`src/rtl/prog_loader.sv`:
```
// prog_loader: UART (8N1) program loader. Receives a framed image
//   A5 | count_hi | count_lo | count x 4 bytes (big-endian) | xor checksum
// and writes each 32-bit word to instruction memory, holding the core halted
// until a frame with a good checksum completes.
// Optional build macro LOADER_TIMEOUT_EN adds an inter-byte timeout that
// aborts a stalled frame after TIMEOUT_BITS bit-times of silence.
//
// state    | meaning
// ---------+------------------------------------------------------------
// F_IDLE   | waiting for 0xA5 header, other bytes ignored
// F_CNT_HI | expecting high byte of word count
// F_CNT_LO | expecting low byte of word count, range-checked here
// F_DATA   | assembling 4-byte words, one write strobe per word
// F_CSUM   | expecting checksum byte
// F_DONE   | good frame, core released
// F_ERR    | bad frame, sticky error raised
module prog_loader #(
   parameter int CLKS_PER_BIT = 434,
   parameter int MAX_WORDS    = 1024,
   parameter int TIMEOUT_BITS = 64
) (
   input  logic        i_clk,
   input  logic        i_rst,
   input  logic        i_rx,
   output logic        o_we,
   output logic [31:0] o_waddr,
   output logic [31:0] o_wdata,
   output logic        o_busy,
   output logic        o_run,
   output logic        o_err
);

   localparam logic [15:0] HALF_LOAD = 16'(CLKS_PER_BIT / 2 - 1);
   localparam logic [15:0] BIT_LOAD  = 16'(CLKS_PER_BIT - 1);
   localparam logic [31:0] MAXW      = 32'(MAX_WORDS);

   if (CLKS_PER_BIT < 4 || TIMEOUT_BITS < 1) begin : g_bad_param
      $error("prog_loader: CLKS_PER_BIT must be >= 4 and TIMEOUT_BITS >= 1");
   end

   typedef enum logic [1:0] {RX_IDLE, RX_START, RX_DATA, RX_STOP} rx_state_t;
   typedef enum logic [2:0] {F_IDLE, F_CNT_HI, F_CNT_LO, F_DATA, F_CSUM, F_DONE, F_ERR} f_state_t;

   logic        rx_m_q, rx_s_q, rx_p_q;
   rx_state_t   rx_st_q, rx_st_d;
   logic [15:0] rx_cnt_q, rx_cnt_d;
   logic [2:0]  rx_bit_q, rx_bit_d;
   logic [7:0]  rx_sh_q, rx_sh_d;
   logic        byte_valid, frame_err, start_det;

   f_state_t    f_st_q;
   logic [7:0]  cnt_hi_q, csum_q;
   logic [15:0] count_q;
   logic [23:0] asm_q;
   logic [1:0]  byte_cnt_q;
   logic [31:0] word_idx_q, waddr_q, wdata_q;
   logic        we_q, busy_q, run_q, err_q;
   logic        tmo_hit, fail;

   // Two-stage synchronizer plus previous-sample register for edge detect.
   always_ff @(posedge i_clk or posedge i_rst) begin
      if (i_rst) begin
         rx_m_q <= 1'b1;
         rx_s_q <= 1'b1;
         rx_p_q <= 1'b1;
      end else begin
         rx_m_q <= i_rx;
         rx_s_q <= rx_m_q;
         rx_p_q <= rx_s_q;
      end
   end

   // UART bit timing: half-bit start recheck, then one sample per bit period.
   always_comb begin
      rx_st_d    = rx_st_q;
      rx_cnt_d   = rx_cnt_q;
      rx_bit_d   = rx_bit_q;
      rx_sh_d    = rx_sh_q;
      byte_valid = 1'b0;
      frame_err  = 1'b0;
      start_det  = 1'b0;
      case (rx_st_q)
         RX_IDLE: begin
            if (rx_p_q && !rx_s_q) begin
               start_det = 1'b1;
               rx_st_d   = RX_START;
               rx_cnt_d  = HALF_LOAD;
            end
         end
         RX_START: begin
            if (rx_cnt_q == 16'd0) begin
               if (!rx_s_q) begin
                  rx_st_d  = RX_DATA;
                  rx_cnt_d = BIT_LOAD;
                  rx_bit_d = 3'd0;
               end else begin
                  rx_st_d = RX_IDLE;
               end
            end else begin
               rx_cnt_d = rx_cnt_q - 16'd1;
            end
         end
         RX_DATA: begin
            if (rx_cnt_q == 16'd0) begin
               rx_sh_d  = {rx_s_q, rx_sh_q[7:1]};
               rx_cnt_d = BIT_LOAD;
               if (rx_bit_q == 3'd7) rx_st_d = RX_STOP;
               else                  rx_bit_d = rx_bit_q + 3'd1;
            end else begin
               rx_cnt_d = rx_cnt_q - 16'd1;
            end
         end
         RX_STOP: begin
            if (rx_cnt_q == 16'd0) begin
               rx_st_d    = RX_IDLE;
               byte_valid = rx_s_q;
               frame_err  = !rx_s_q;
            end else begin
               rx_cnt_d = rx_cnt_q - 16'd1;
            end
         end
         default: rx_st_d = RX_IDLE;
      endcase
   end

   // UART receiver state registers.
   always_ff @(posedge i_clk or posedge i_rst) begin
      if (i_rst) begin
         rx_st_q  <= RX_IDLE;
         rx_cnt_q <= 16'd0;
         rx_bit_q <= 3'd0;
         rx_sh_q  <= 8'd0;
      end else begin
         rx_st_q  <= rx_st_d;
         rx_cnt_q <= rx_cnt_d;
         rx_bit_q <= rx_bit_d;
         rx_sh_q  <= rx_sh_d;
      end
   end

`ifdef LOADER_TIMEOUT_EN
   localparam logic [31:0] TMO_LOAD = 32'(TIMEOUT_BITS * CLKS_PER_BIT - 1);
   logic [31:0] tmo_q;

   // Inter-byte silence timer, only armed while a frame is open.
   always_ff @(posedge i_clk or posedge i_rst) begin
      if (i_rst)                                   tmo_q <= TMO_LOAD;
      else if (!busy_q || byte_valid || start_det) tmo_q <= TMO_LOAD;
      else if (tmo_q != 32'd0)                     tmo_q <= tmo_q - 32'd1;
   end

   assign tmo_hit = busy_q && (tmo_q == 32'd0);
`else
   assign tmo_hit = 1'b0;
`endif

   // Any condition that aborts an open frame.
   always_comb begin
      fail = tmo_hit || (frame_err && busy_q);
      if (byte_valid && f_st_q == F_CNT_LO && ({16'd0, cnt_hi_q, rx_sh_q} > MAXW)) fail = 1'b1;
      if (byte_valid && f_st_q == F_CSUM && (rx_sh_q != csum_q))                    fail = 1'b1;
   end

   // Frame FSM with registered memory-write and status outputs.
   always_ff @(posedge i_clk or posedge i_rst) begin
      if (i_rst) begin
         f_st_q     <= F_IDLE;
         cnt_hi_q   <= 8'd0;
         count_q    <= 16'd0;
         csum_q     <= 8'd0;
         asm_q      <= 24'd0;
         byte_cnt_q <= 2'd0;
         word_idx_q <= 32'd0;
         we_q       <= 1'b0;
         waddr_q    <= 32'd0;
         wdata_q    <= 32'd0;
         busy_q     <= 1'b0;
         run_q      <= 1'b0;
         err_q      <= 1'b0;
      end else begin
         we_q <= 1'b0;
         if (fail) begin
            err_q  <= 1'b1;
            run_q  <= 1'b0;
            busy_q <= 1'b0;
            f_st_q <= F_ERR;
         end else begin
            case (f_st_q)
               F_IDLE: if (byte_valid && rx_sh_q == 8'hA5) begin
                  run_q      <= 1'b0;
                  err_q      <= 1'b0;
                  csum_q     <= 8'd0;
                  word_idx_q <= 32'd0;
                  byte_cnt_q <= 2'd0;
                  busy_q     <= 1'b1;
                  f_st_q     <= F_CNT_HI;
               end
               F_CNT_HI: if (byte_valid) begin
                  cnt_hi_q <= rx_sh_q;
                  csum_q   <= csum_q ^ rx_sh_q;
                  f_st_q   <= F_CNT_LO;
               end
               F_CNT_LO: if (byte_valid) begin
                  csum_q  <= csum_q ^ rx_sh_q;
                  count_q <= {cnt_hi_q, rx_sh_q};
                  f_st_q  <= ({cnt_hi_q, rx_sh_q} == 16'd0) ? F_CSUM : F_DATA;
               end
               F_DATA: if (byte_valid) begin
                  csum_q     <= csum_q ^ rx_sh_q;
                  asm_q      <= {asm_q[15:0], rx_sh_q};
                  byte_cnt_q <= byte_cnt_q + 2'd1;
                  if (byte_cnt_q == 2'd3) begin
                     we_q       <= 1'b1;
                     wdata_q    <= {asm_q, rx_sh_q};
                     waddr_q    <= word_idx_q << 2;
                     word_idx_q <= word_idx_q + 32'd1;
                     if ((word_idx_q + 32'd1) == {16'd0, count_q}) f_st_q <= F_CSUM;
                  end
               end
               F_CSUM: if (byte_valid) begin
                  run_q  <= 1'b1;
                  busy_q <= 1'b0;
                  f_st_q <= F_DONE;
               end
               F_DONE:  f_st_q <= F_IDLE;
               F_ERR:   f_st_q <= F_IDLE;
               default: f_st_q <= F_IDLE;
            endcase
         end
      end
   end

   assign o_we    = we_q;
   assign o_waddr = waddr_q;
   assign o_wdata = wdata_q;
   assign o_busy  = busy_q;
   assign o_run   = run_q;
   assign o_err   = err_q;

endmodule

```
`config.mk`:
```
export PLATFORM = sky130hd
export DESIGN_NAME = prog_loader
export DESIGN_NICKNAME = d
export VERILOG_FILES = /design/src/rtl/prog_loader.sv
export SDC_FILE = /design/constraint.sdc
export NUM_CORES = 1
export LEC_CHECK = 0
export CAP_MARGIN = 20
export CORE_MARGIN = 5
export CORE_UTILIZATION = 59
export CTS_CLUSTER_DIAMETER = 150
export DETAILED_ROUTE_END_ITERATION = 8
export GPL_TIMING_DRIVEN = 0
export PLACE_DENSITY = 0.76
export SYNTH_ARGS = -nofsm -noshare
export SYNTH_HDL_FRONTEND = slang
export SYNTH_SLANG_ARGS = --single-unit
```
`constraint.sdc`:
```
create_clock -name i_clk -period 9.15 [get_ports i_clk]
set_input_delay 2.745 -clock i_clk [delete_from_list [all_inputs] [get_ports i_clk]]
set_output_delay 2.745 -clock i_clk [all_outputs]
set_load 0.02 [all_outputs]
```
==> run_results.csv <==
group,metric,value,unit
placement,place_congestion,0.9051,
synthesis,synthArstFlopShare,1.000,
pwr,ir_worst_vdd,0.1976,mV
timing,grt_setup_unrepaired,"no",
global_route,grt_pass1_vias,7282,
layout,syn2layout_area_growth,16.66,%
timing,fin_skew,14.33,ps
worst_hold_path,min_from,"rx_m_q$_DFF_PP1_",
worst_hold_path,hp-class,"reg -> reg",
drt,via_per_inst,5.611,
critical_path,crit_slowest_cell,"clkdlybuf4s50_1",
cts,cts_max_path_buffers,2,
synthesis,synth_area,9448,um^2
critical_path,arrival,1470,ps
timing,finalSetupViolCount,0,
cts,cts_tree,"done",
die,rows,46,
synthesis,netlist_instances,1059,
layout,fin_util,0.6989,
global_route,track_usage,0.2478,
layout,diodes,0,
die,io_pins,71,
cts,h-tree-depth,4,
timing,drv_slew,0,
critical_path,endpoint_kind,"output pin",
global_route,grtUsageMet2,0.4028,
critical_path,worst_ep_required_time,6410,ps
run,maxCapViolations,0,
global_route,use_met3,0.04559,
synthesis,synth-seq-area-share,0.5063,
cts,cts_sinks,191,
die,die_w,136.5,um
critical_path,critical-path-top-delay-family,"buffers and inverters",
timing,fin_crit_sh,0.4604,
cts,postCtsHoldBufs,0,
drt,via_count,7726,
pwr,p_per_area,173.2,nW/um^2
critical_path,worstSetupStartpointType,"register",
placement,numPortBuffers,68,
synthesis,synth-main-ff-cell,"dfrtp_1",
layout,final_cells,1377,
pwr,power,1909,uW
placement,dpl_cell_area,10440,um^2
critical_path,r2r-start,"rx_cnt_q[0]$_DFFE_PP0P_",
die,coreArea,15770,um^2
global_route,grt_pass1_wl,36690,um
die,dieArea,18640,um^2
drt,drc_errors,0,
global_route,top_usage_layer,"met2",
cts,clk_latency,440,ps
critical_path,reg2reg_to,"word_idx_q[11]$_DFFE_PP0P_",
critical_path,path_buf_inv,1,
global_route,grt_max_degree,132,
layout,mostFrequentLayoutCells,"nand2_1 (325), dfrtp_1 (188), nor2_1 (71)",
pwr,leakage,0.005434,uW
layout,final_net_count,1162,
layout,layout-drive-gt1-share,0.09561,
cts,clockRootBuffer,"clkbuf_16",
drt,avgRoutedWirePerCell,15.87,um
critical_path,reg2reg_depth,11,
die,initial_core_util,0.5991,
critical_path,crit_type,"reg -> out",
synthesis,synth_cell_types,74,
cts,cts_resized,0,
critical_path,reg2reg_slack,5670,ps
synthesis,synth-seq-cells,191,
layout,stdcell_area,11020,um^2
layout,final_common_cell,"nand2_1",
critical_path,path_cells,"clkdlybuf4s50_1",
synthesis,synth_warnings,0,
synthesis,synth_edf_count,0,
cts,cts_setup_buffers,0,
global_route,overflow,0,
timing,finalCriticalPeriod,4213,ps
placement,place_inst,1345,
timing,tightest_slew,800.0,ps
placement,dpl.hpwl,15070,um
die,die_h,136.5,um
global_route,grt_antenna_before_repair,0,
cts,numCtsBuffers,17,
timing,fmax,237.4,MHz
drt,first_pass_iters,6,
synthesis,avgSynthCellArea,8.921,um^2
critical_path,cpPeakStageDelay,630,ps
timing,slew_headroom,0.4617,
timing,hold_viol,0,
status,status,"finished clean",
timing,layout_setup_ws,4937,ps
cts,clkTransAtPathRegs,70,ps
drt,routed_wl,21850,um
global_route,globalRouteMet1Util,0.3446,
worst_hold_path,min_to,"rx_s_q$_DFF_PP1_",
placement,dpl_worst_slack,4942,ps
drt,drt_iter0_drc,708,
critical_path,cp_max_fo,4,
worst_hold_path,min_delay_path_depth,0,
drt,drtAntennaViolNets,0,
[cells by family after synthesis]
group,share of synthesized area
flops,0.5063
compound gates,0.1001
mux,0.03324
simple gates,0.2674
other cells,0.0003969
xor+xnor,0.03615
fa+ha+maj,0.01457
buf+inv,0.04185
[power by group]
group | switching, uW | internal (uW)
Sequential | 35.1 | 874
Clock | 327 | 412
Combinational | 171 | 91.2
[Yosys cell counts (3+ instances only)]
library cell | instances | area (um^2)
nor2_1 | 71 | 266.5
ha_1 | 11 | 137.6
buf_2 | 13 | 65.06
mux2_2 | 27 | 304.0
a211oi_1 | 3 | 22.52
or4b_2 | 6 | 60.06
nor2b_1 | 9 | 56.30
clkbuf_2 | 3 | 15.01
o21ai_0 | 70 | 350.3
a41oi_1 | 3 | 26.28
nand4_1 | 15 | 93.84
nor3_2 | 3 | 30.03
or3_1 | 10 | 62.56
a31oi_1 | 4 | 25.02
or2_2 | 3 | 18.77
and2_1 | 10 | 62.56
o31ai_1 | 16 | 120.1
nor3_1 | 17 | 85.08
buf_4 | 9 | 67.56
inv_1 | 20 | 75.07
nand3b_1 | 7 | 52.55
dfstp_2 | 3 | 78.83
and4_1 | 6 | 52.55
a21oi_1 | 27 | 135.1
nor4_1 | 12 | 75.07
nand3_1 | 20 | 100.1
and3_1 | 8 | 50.05
clkbuf_1 | 43 | 161.4
xnor2_1 | 15 | 131.4
or4b_1 | 3 | 30.03
or4_1 | 4 | 30.03
a21boi_0 | 3 | 22.52
dfrtp_1 | 188 | 4705
xor2_1 | 24 | 210.2
nand2_1 | 325 | 1220
[stage by stage]
stage	hold WS, ps	TNS, ps
after CTS	355.4	0
after floorplan	345.2	0
final	358.2	0
after detailed placement	347.3	0
after global placement	347.4	-230900
after global routing	359.2	0
[per-layer routing]
metal | up-vias | part of all wire
met5 | - | 0
met4 | 0 | 0.014
met3 | 26 | 0.047
met2 | 191 | 0.49
met1 | 3757 | 0.45
li1 | 3752 | -
[worst max path at each step]
stage                                   from                      end  cells after the start
after CTS                 o_busy$_DFFE_PP0P_                   o_busy                      1
final                     o_busy$_DFFE_PP0P_                   o_busy                      1
after global placement                 i_rst  rx_cnt_q[2]$_DFFE_PP0P_                      2
after detailed placement               i_rst  rx_cnt_q[2]$_DFFE_PP0P_                      3
after floorplan                        i_rst                async pin                      1
after global routing      o_busy$_DFFE_PP0P_                   o_busy                      1
[registers in the layout, indices dropped and copies added (netlist names), named ones only]
register    flops
o_run           1
rx_s_q          1
rx_st_q         1
f_st_q          3
rx_m_q          1
o_busy          1
o_we            1
asm_q          24
byte_cnt_q      2
rx_bit_q        3
rx_sh_q         8
o_err           1
o_wdata        32
count_q        16
rx_cnt_q       16
cnt_hi_q        8
o_waddr        30
rx_p_q          1
word_idx_q     32
csum_q          8
[final cells by class]
cell class / instances / area, um^2
Multi-Input combinational cell: 780 / 4273
Fill cell: 1331 / 4748
Clock buffer: 20 / 446.7
Inverter: 20 / 82.58
Clock inverter: 12 / 137.6
Buffer: 69 / 320.3
Tap cell: 216 / 270.3
Timing Repair Buffer: 69 / 708.2
Sequential cell: 191 / 4783
Note: power is estimated with default switching activity, not from simulation.
